[src/rtl/pong_pkg.sv]
// rtl/pong_pkg.sv - shared types and constants for the Pong match sequencer
package pong_pkg;

    localparam int SCORE_W = 4;
    localparam int TIMER_W = 10;

    localparam logic SERVE_LEFT  = 1'b0;
    localparam logic SERVE_RIGHT = 1'b1;

    typedef enum logic [2:0] {
        ST_IDLE,
        ST_SERVE,
        ST_PLAY,
        ST_POINT,
        ST_GAME_OVER
    } match_state_t;

    function automatic logic [SCORE_W-1:0] sat_inc(input logic [SCORE_W-1:0] s);
        return (s == '1) ? s : s + 1'b1;
    endfunction

endpackage

[src/rtl/pong_frame_timer.sv]
// rtl/pong_frame_timer.sv - loadable frame down-counter that holds at zero
module pong_frame_timer
    import pong_pkg::*;
(
    input  logic               i_clk,
    input  logic               i_rst_n,
    input  logic               i_load,
    input  logic [TIMER_W-1:0] i_load_val,
    output logic               o_done
);

    logic [TIMER_W-1:0] r_count;

    always_ff @(posedge i_clk or negedge i_rst_n) begin
        if (!i_rst_n) begin
            r_count <= '0;
        end else if (i_load) begin
            r_count <= i_load_val;
        end else if (r_count != '0) begin
            r_count <= r_count - 1'b1;
        end
    end

    assign o_done = (r_count == '0);

endmodule

[src/rtl/pong_match_ctrl.sv]
// rtl/pong_match_ctrl.sv - round/serve/score sequencer for the Pong datapath
// Optional win-by-two rule with deuce collapse: PONG_WIN_BY_TWO_EN
module pong_match_ctrl
    import pong_pkg::*;
#(
    parameter int WIN_SCORE    = 7,
    parameter int SERVE_FRAMES = 60,
    parameter int POINT_FRAMES = 90
) (
    input  logic               frame_clk,
    input  logic               Reset_n,
    input  logic               start_key,
    input  logic               miss_left,
    input  logic               miss_right,
    output logic               resetB,
    output logic               play_en,
    output logic               serve_dir,
    output logic [SCORE_W-1:0] score1,
    output logic [SCORE_W-1:0] score2,
    output logic               game_over,
    output logic               winner
);

    match_state_t       r_state;
    logic               r_start_q;
    logic               r_reset_b;
    logic               r_play_en;
    logic               r_serve_dir;
    logic [SCORE_W-1:0] r_score1;
    logic [SCORE_W-1:0] r_score2;
    logic               r_game_over;
    logic               r_winner;
    logic               r_scorer;
    logic               r_scored;

    match_state_t       w_next_state;
    logic               w_start_rise;
    logic               w_load;
    logic [TIMER_W-1:0] w_load_val;
    logic               w_timer_done;
    logic [SCORE_W-1:0] w_score1_nxt;
    logic [SCORE_W-1:0] w_score2_nxt;
    logic               w_serve_dir_nxt;
    logic               w_scorer_nxt;
    logic               w_scored_nxt;
    logic               w_winner_nxt;
    logic [SCORE_W-1:0] w_p1_s1;
    logic [SCORE_W-1:0] w_p1_s2;
    logic [SCORE_W-1:0] w_p2_s1;
    logic [SCORE_W-1:0] w_p2_s2;
    logic [SCORE_W-1:0] w_scorer_pts;
    logic               w_win;

    assign w_start_rise = start_key & ~r_start_q;

    pong_frame_timer u_timer (
        .i_clk      (frame_clk),
        .i_rst_n    (Reset_n),
        .i_load     (w_load),
        .i_load_val (w_load_val),
        .o_done     (w_timer_done)
    );

    // Scores that would result from a point to player 1 (w_p1_*) or player 2 (w_p2_*)
    always_comb begin
`ifdef PONG_WIN_BY_TWO_EN
        if (r_score1 == '1) begin
            w_p1_s1 = r_score1;
            w_p1_s2 = (r_score2 != '0) ? r_score2 - 1'b1 : r_score2;
        end else begin
            w_p1_s1 = r_score1 + 1'b1;
            w_p1_s2 = r_score2;
        end
        if (r_score2 == '1) begin
            w_p2_s2 = r_score2;
            w_p2_s1 = (r_score1 != '0) ? r_score1 - 1'b1 : r_score1;
        end else begin
            w_p2_s2 = r_score2 + 1'b1;
            w_p2_s1 = r_score1;
        end
`else
        w_p1_s1 = sat_inc(r_score1);
        w_p1_s2 = r_score2;
        w_p2_s1 = r_score1;
        w_p2_s2 = sat_inc(r_score2);
`endif
    end

    assign w_scorer_pts = r_scorer ? r_score2 : r_score1;

`ifdef PONG_WIN_BY_TWO_EN
    logic [SCORE_W-1:0] w_other_pts;
    assign w_other_pts = r_scorer ? r_score1 : r_score2;
    assign w_win = r_scored
                 && (w_scorer_pts >= SCORE_W'(WIN_SCORE))
                 && ({1'b0, w_scorer_pts} >= ({1'b0, w_other_pts} + 5'd2));
`else
    assign w_win = r_scored && (w_scorer_pts == SCORE_W'(WIN_SCORE));
`endif

    always_comb begin
        w_next_state    = r_state;
        w_load          = 1'b0;
        w_load_val      = TIMER_W'(SERVE_FRAMES);
        w_score1_nxt    = r_score1;
        w_score2_nxt    = r_score2;
        w_serve_dir_nxt = r_serve_dir;
        w_scorer_nxt    = r_scorer;
        w_scored_nxt    = r_scored;
        w_winner_nxt    = r_winner;
        case (r_state)
            ST_IDLE, ST_GAME_OVER: begin
                if (w_start_rise) begin
                    w_next_state    = ST_SERVE;
                    w_load          = 1'b1;
                    w_score1_nxt    = '0;
                    w_score2_nxt    = '0;
                    w_serve_dir_nxt = SERVE_RIGHT;
                    w_scored_nxt    = 1'b0;
                end
            end
            ST_SERVE: begin
                if (w_timer_done) begin
                    w_next_state = ST_PLAY;
                end
            end
            ST_PLAY: begin
                if (miss_left || miss_right) begin
                    w_next_state = ST_POINT;
                    w_load       = 1'b1;
                    w_load_val   = TIMER_W'(POINT_FRAMES);
                    w_scored_nxt = miss_left ^ miss_right;
                    if (miss_left && !miss_right) begin
                        w_score1_nxt    = w_p2_s1;
                        w_score2_nxt    = w_p2_s2;
                        w_serve_dir_nxt = SERVE_LEFT;
                        w_scorer_nxt    = 1'b1;
                    end else if (miss_right && !miss_left) begin
                        w_score1_nxt    = w_p1_s1;
                        w_score2_nxt    = w_p1_s2;
                        w_serve_dir_nxt = SERVE_RIGHT;
                        w_scorer_nxt    = 1'b0;
                    end
                end
            end
            ST_POINT: begin
                if (w_timer_done) begin
                    if (w_win) begin
                        w_next_state = ST_GAME_OVER;
                        w_winner_nxt = r_scorer;
                    end else begin
                        w_next_state = ST_SERVE;
                        w_load       = 1'b1;
                    end
                end
            end
            default: begin
                w_next_state = ST_IDLE;
            end
        endcase
    end

    // Outputs are registered from the next state so they change on the entering edge
    always_ff @(posedge frame_clk or negedge Reset_n) begin
        if (!Reset_n) begin
            r_state     <= ST_IDLE;
            r_start_q   <= 1'b1;
            r_reset_b   <= 1'b0;
            r_play_en   <= 1'b0;
            r_serve_dir <= SERVE_RIGHT;
            r_score1    <= '0;
            r_score2    <= '0;
            r_game_over <= 1'b0;
            r_winner    <= 1'b0;
            r_scorer    <= 1'b0;
            r_scored    <= 1'b0;
        end else begin
            r_state     <= w_next_state;
            r_start_q   <= start_key;
            r_reset_b   <= (w_next_state == ST_SERVE) && (r_state != ST_SERVE);
            r_play_en   <= (w_next_state == ST_PLAY);
            r_serve_dir <= w_serve_dir_nxt;
            r_score1    <= w_score1_nxt;
            r_score2    <= w_score2_nxt;
            r_game_over <= (w_next_state == ST_GAME_OVER);
            r_winner    <= w_winner_nxt;
            r_scorer    <= w_scorer_nxt;
            r_scored    <= w_scored_nxt;
        end
    end

    assign resetB    = r_reset_b;
    assign play_en   = r_play_en;
    assign serve_dir = r_serve_dir;
    assign score1    = r_score1;
    assign score2    = r_score2;
    assign game_over = r_game_over;
    assign winner    = r_winner;

endmodule

[config.mk]
export PLATFORM = sky130hd
export DESIGN_NAME = pong_match_ctrl
export DESIGN_NICKNAME = d
export VERILOG_FILES = /design/src/rtl/pong_pkg.sv /design/src/rtl/pong_frame_timer.sv /design/src/rtl/pong_match_ctrl.sv
export SDC_FILE = /design/constraint.sdc
export NUM_CORES = 1
export LEC_CHECK = 0
export ABC_CLOCK_PERIOD_IN_PS = 1700
export BUFFER_PORTS_ARGS = -buffer_cell sky130_fd_sc_hd__buf_2
export CAP_MARGIN = 10
export CORE_MARGIN = 4
export CORE_UTILIZATION = 52
export CTS_BUF_LIST = sky130_fd_sc_hd__clkbuf_16
export CTS_CLUSTER_SIZE = 25
export DETAILED_ROUTE_END_ITERATION = 7
export PLACE_DENSITY_LB_ADDON = 0.1
export SETUP_SLACK_MARGIN = 0.3
export SLEW_MARGIN = 10
export SYNTH_ARGS = -nofsm -noshare
export SYNTH_HDL_FRONTEND = slang
export SYNTH_SLANG_ARGS = --single-unit
[constraint.sdc]
create_clock -name frame_clk -period 1.7 [get_ports frame_clk]
set_clock_uncertainty 0.15 [all_clocks]
set_input_delay 0.17 -clock frame_clk [delete_from_list [all_inputs] [get_ports frame_clk]]
set_output_delay 0.17 -clock frame_clk [all_outputs]
set_load 0.02 [all_outputs]
---- After elaboration in Yosys (flattened, before gate mapping) ----
Index checks and enable logic that the tools add are counted.
storage, ports and cells
  register bits after elaboration ......... 29
  bits of input ports ..................... 5
  output and inout bits ................... 13
  logic and storage cells ................. 93
cells by class
  add/subtract/negate cells ............... 3
  eq/ne operators ......................... 19
  mux-type cells .......................... 36
  bitwise gates (word level) .............. 3
  reductions and logical operators ........ 20
operator list
  cell                                                  number
  2-to-1 mux 4 bit                                      9
  2-to-1 mux 10 bit                                     2
  one-hot mux 4 bit (2 select lines)                    2
  2-to-1 mux 3 bit                                      5
  2-to-1 mux 7 bit                                      2
  inequality test 2 bit (second input constant)         7
  2-to-1 mux 1 bit                                      12
  one-hot mux 3 bit (4 select lines)                    1
  zero test 10 bit                                      1
  nonzero test 10 bit                                   1
  subtractor 10 x 1 -> 10 bit (second input constant)   1
  equality test 3 x 2 -> 1 bit (second input constant)  3
  AND reduction 3 bit                                   3
  adder 4 x 1 -> 4 bit (second input constant)          2
  equality test 4 bit (second input constant)           2
  equality test 3 x 1 -> 1 bit (second input constant)  2
  equality test 3 bit (second input constant)           2
  AND reduction 6 bit                                   1
  nonzero test 2 bit                                    3
  AND reduction 5 bit                                   1
  equality test 4 x 3 -> 1 bit (second input constant)  1
  logical AND 1 bit                                     4
  one-hot mux 1 bit (2 select lines)                    2
  AND reduction 4 bit                                   1
  other kinds (10)                                      11

---- Depth between registers and ports, before layout ----
  depth in word-level cells ............... 8
  gate-level depth with buffers ........... 8
  mapped depth without buffers ............ 6

---- Cells and area by module ----
Synthesis repeated with hierarchy kept, for this count alone.
unflattened totals
  cells, all modules ...................... 169
  area total of the unflattened synthesis .. 1626.6 sq um
by module, submodules not included
  module            instances  cells each  area each (sq um)  sequential area each (sq um)
  pong_match_ctrl   1          102         1032.2             478.0
  pong_frame_timer  1          67          594.3              250.2

---- Worst setup path after synthesis ----
Ideal clock, no wire load.
  path kind ............................... reg-to-reg
  start point ............................. register u_timer.r_count[0]
  end point ............................... register r_winner (netlist: winner)
  setup time .............................. 0.128 ns
  data arrival time ....................... 1.636 ns
  required time ........................... 1.422 ns
  setup slack ............................. -0.213 ns
  stages on the path, launching flop included .. 7
  path buffers ............................ 0
  clock period less this slack ............ 1.913 ns
  cell sequence ........................... dfrtp_1 -> inv_1 -> ha_1 -> nor3b_4 -> nand3_2 -> nor3_1 -> mux2_1
on the way
  longest elaborated chain between the ends .. 2
ends and longest elaborated chain
  element                               line                    RTL
  start, declared                       pong_frame_timer.sv:12  logic [TIMER_W-1:0] r_count;
  start signal, assigned                pong_frame_timer.sv:18  r_count <= i_load_val;
  start signal, assigned                pong_frame_timer.sv:20  r_count <= r_count - 1'b1;
  zero test 10 bit                      pong_frame_timer.sv:24  assign o_done = (r_count == '0);
  AND reduction 3 bit (no source line)  n/a
  end signal, assigned                  pong_match_ctrl.sv:186  r_winner <= w_winner_nxt;
  end, declared                         pong_match_ctrl.sv:32   logic r_winner;
No other way between the ends.
A chain may end at the register's enable or synchronous reset.

---- Worst setup path in the final report ----
  start point ............................. register r_state[1]
  end point ............................... register r_score1[3] (netlist: score1[3])
on the way
  longest elaborated chain between the ends .. 4
  elaborated cells between the ends (all ways) .. 12
  classes of those cells .................. eq/ne (7); mux (1); reduce/logical (4)
ends and longest elaborated chain
  element                                                                       line                    RTL
  start, declared                                                               pong_match_ctrl.sv:24   match_state_t r_state;
  start signal, assigned                                                        pong_match_ctrl.sv:178  r_state <= w_next_state;
  equality test 3 bit or zero test 3 bit (tied branches)                        pong_match_ctrl.sv:111  case (r_state)
  OR reduction 2 bit                                                            pong_match_ctrl.sv:111
  inequality test 2 bit (no source line) or nonzero test 2 bit (tied branches)  n/a
  AND reduction 6 bit (no source line)                                          n/a
  end signal, assigned                                                          pong_match_ctrl.sv:183  r_score1 <= w_score1_nxt;
  end, declared                                                                 pong_match_ctrl.sv:29   logic [SCORE_W-1:0] r_score1;
Several ways; a longest one is shown, not always the timed one.

==> summary.txt <==
Run status
  – Status: finished, violations left
  – Failing checks: setup timing

Worst hold path
  – WHS Path Cells: 4
  – HP Class: input port to register

Finish
  – # diodes: 0
  – Fill cells: 160
  – Commonest non-fill, non-tap cell in the layout: buf_4
  – Layout area overhead: 57.9%
  – Final nets: 247
  – Final Util: between 80 and 90%
  – Most frequent cells in the layout: buf_4 (39), dfrtp_1 (22), buf_2 (17)
  – Ratio of cells with drive above 1 in the final layout: 53.6%

Clock network
  – H-Tree Depth: 2
  – # clock sinks: 29
  – Clock root buffer: clkbuf_16
  – CTS tree: done
  – Cts bufs inserted: 5
  – Skew-Pair Late Insertion Delay: 0.27 ns
  – Clock-pin transition on the worst setup and hold timing paths: about 0.050 ns
  – Bufs on Longest Clock Path: 2

Synthesis
  – Synth unique cells: 48
  – Post-synth top area cell: dfrtp_1
  – Synthesized net count: 172
  – Area contributors post-synth: dfrtp_1 (41%), ha_1 (4.6%), dfstp_2 (3.2%)
  – Post-synth EDFFs: 0
  – FFs w/ async S/R, synth: 100%
  – Compound-Gate Fraction of Synth Area: roughly a fifth
  – Synth Area in Simple Gates: 23.6%
  – Post-synthesis sequential area ratio: 44.2%
  – Mux contribution to synthesized area: 2.51%
  – Top FF cell, synth: dfrtp_1
  – Area share of xor/xnor cells in the synthesized design: 1.06%
  – Syn avg cell area: 10.2 µm²
  – Top cell type's share of synthesized area: between 40% and 50%
  – Syn. warnings: 0
  – Cells after Synth: about 160
  – Synth Area in Adders: under 10%
  – Main combinational cell family by area after synthesis: simple AND/OR/NAND/NOR gates
  – Yosys reg bits: 29
  – Cell area after synthesis: 0.00165 mm²

Timing
  – Final worst setup slack: -0.224 ns
  – Tcrit/Tclk final: 113%
  – Hold Fails Final Rpt: 0
  – Unrepaired setup endpoints after global routing: true
  – Setup total negative slack: -1.87 ns
  – Slew headroom: 54.8%
  – Final min period: 1.92 ns
  – Slew @ Worst Pin: roughly 0.68 ns
  – Fmax: 520 MHz
  – Setup Viol. Count Final: 21
  – Fin. max-slew vios: 0

Detailed routing
  – Number of vias per cell: 5.81
  – Vias: 1632
  – Initial drt markers: 98
  – # DRC: 0
  – WL per Instance: 19.0 µm
  – Final wirelength: roughly 5400 µm
  – First-pass iteration count of the detailed router: 4
  – Antenna viol nets, final: 0

Die
  – IO Count: 18
  – Die Area: 0.00413 mm²
  – Die H: 64.3 µm
  – Core Region: 0.00305 mm²
  – Row Count: 20
  – Chip width: between 60 and 70 µm
  – Initial Util: 53.9%

Power
  – Pleak: 1.18 nW
  – VDD IR max: between 0.001 and 0.0015 V
  – Tot Pwr: 0.00343 W
  – Power per Cell Area: approximately 1300 mW/mm²

Placement
  – Last weighted congestion value of the routability-driven placer: 0.901
  – HPWL Detailed: around 2800 µm
  – Port Buffer Count: 17

Worst setup path
  – Crit path arrival time: 1.93 ns
  – Reg2Reg Setup Slack: -0.22 ns
  – CP delay by family, top: simple AND/OR/NAND/NOR gates
  – CP startpoint kind: register
  – Max Fanout on Critical Path: 7
  – Critical path class: register to register
  – CP bufs+invs: 0
  – Cell Chain, Critical Path: nor3b_4 > o21ai_4 > or4_1 > a21oi_1
  – CP Capture Point: score1[3]
  – Critical R2R Launch: r_state[1]
  – WP data required: 1.71 ns
  – Critical Path End Type: register
  – Setup crit start: r_state[1]
  – Crit path max-delay cell type: or4_1
  – CP max stage delay: 0.55 ns
  – Worst r2r dst: score1[3]
  – CP Depth: 4
  – FF-to-FF path depth: 4

Global routing
  – Tot GR Track Use: approximately a quarter
  – Largest net degree at the start of global routing: 30
  – GRT overflow: 0
  – Vias in the first global route: about 1700
  – Global-route wire length before repair: 7950 µm
  – Initial antenna violation count: 0

Job
  – # Max-Cap Violations: 0
[tightest hold or removal path, cell delays in order]
cell,delay [ns]
buf_2,0.11
nand2b_1,0.09
nor3_1,0.12
a21oi_2,0.12
[worst min path at each step]
stage | startpoint | slack (ns) | end
4_1_cts | start_key | 0.19 | score2[2]
5_1_grt | start_key | 0.25 | score2[2]
6_report | start_key | 0.23 | score2[2]
3_5_place_dp | Reset_n | 0.09 | u_timer.r_count[3]
3_3_place_gp | Reset_n | 0.08 | u_timer.r_count[3]
2_1_floorplan | Reset_n | -0.28 | game_over
[cell type report]
class	count	area, µm²	share of cell area, %
clock buffer	5	125	4.81
timing repair buffer	72	556	21.4
clock inverter	3	11.3	0.433
sequential	29	734	28.2
multi-input combinational	120	1090	41.9
tap	44	55.1	2.12
inverter	8	30.0	1.15
[state kept, by name, summed over array words and instances (netlist names)]
| name | flops |
|---|---|
| resetB | 1 |
| score2 | 4 |
| play_en | 1 |
| score1 | 4 |
| game_over | 1 |
| r_scored | 1 |
| r_scorer | 1 |
| serve_dir | 1 |
| r_start_q | 1 |
| r_state | 3 |
| winner | 1 |
| u_timer.r_count | 10 |
[cell families after synthesis]
kind of cell | count (synthesis)
xor gates and xnor gates | 2
AOI/OAI and AO/OA | 41
and+or+nand+nor | 66
muxes | 4
buffers and inverters | 13
DFF | 29
adders and majority gates | 6
[power by group]
part | total (W) | leakage, nW | switching (W) | internal (W)
combinational | 0.00161 | 0.738 | 0.000765 | 0.000841
clock | 0.000809 | 0.0738 | 0.000285 | 0.000524
sequential | 0.00102 | 0.367 | 0.000160 | 0.000860
[cells in the mapped netlist (2+ instances only)]
master    instances
a21oi_1           5
a31oi_1           2
and2_1            3
buf_6             4
dfrtp_1          27
dfstp_2           2
ha_1              6
inv_1             8
mux2i_1           3
nand2_1          14
nand2b_1          5
nand3_1           8
nor2_1           12
nor2b_1           2
nor3_1            4
nor3b_2           2
o211ai_1          2
o21ai_0           8
o22a_1            2
o31ai_1           6
or3_1             3
or3b_1            2
or4_1             5
xnor2_1           2
[per-layer routing]
metal / wire (µm) / track usage [%] / vias to the layer above
met5: 0 / 0 / -
met4: 198 / 12.9 / 0
met3: 265 / 4.92 / 23
met2: 2700 / 44.1 / 65
met1: 2190 / 28.9 / 801
li1: - / - / 743
[through the flow]
step	cells	setup slack (ns)	area, µm²	hold WS (ns)
2_1_floorplan	161	-0.0925	1720	-0.276
3_3_place_gp	250	-0.112	2050	0.0838
3_5_place_dp	250	-0.174	2050	0.0908
4_1_cts	276	-0.104	2500	0.193
5_1_grt	281	-0.276	2600	0.247
6_report	281	-0.224	2600	0.235
[what timing repair did]
item	CTS	global route
gates cloned	1	0
hold endpoints to repair	28	0
hold buffers	2	0
setup buffers	15	5
gates resized for setup	40	10
pin swaps	21	10
setup endpoints to repair	28	28
Note: power is estimated with default switching activity, not from simulation.
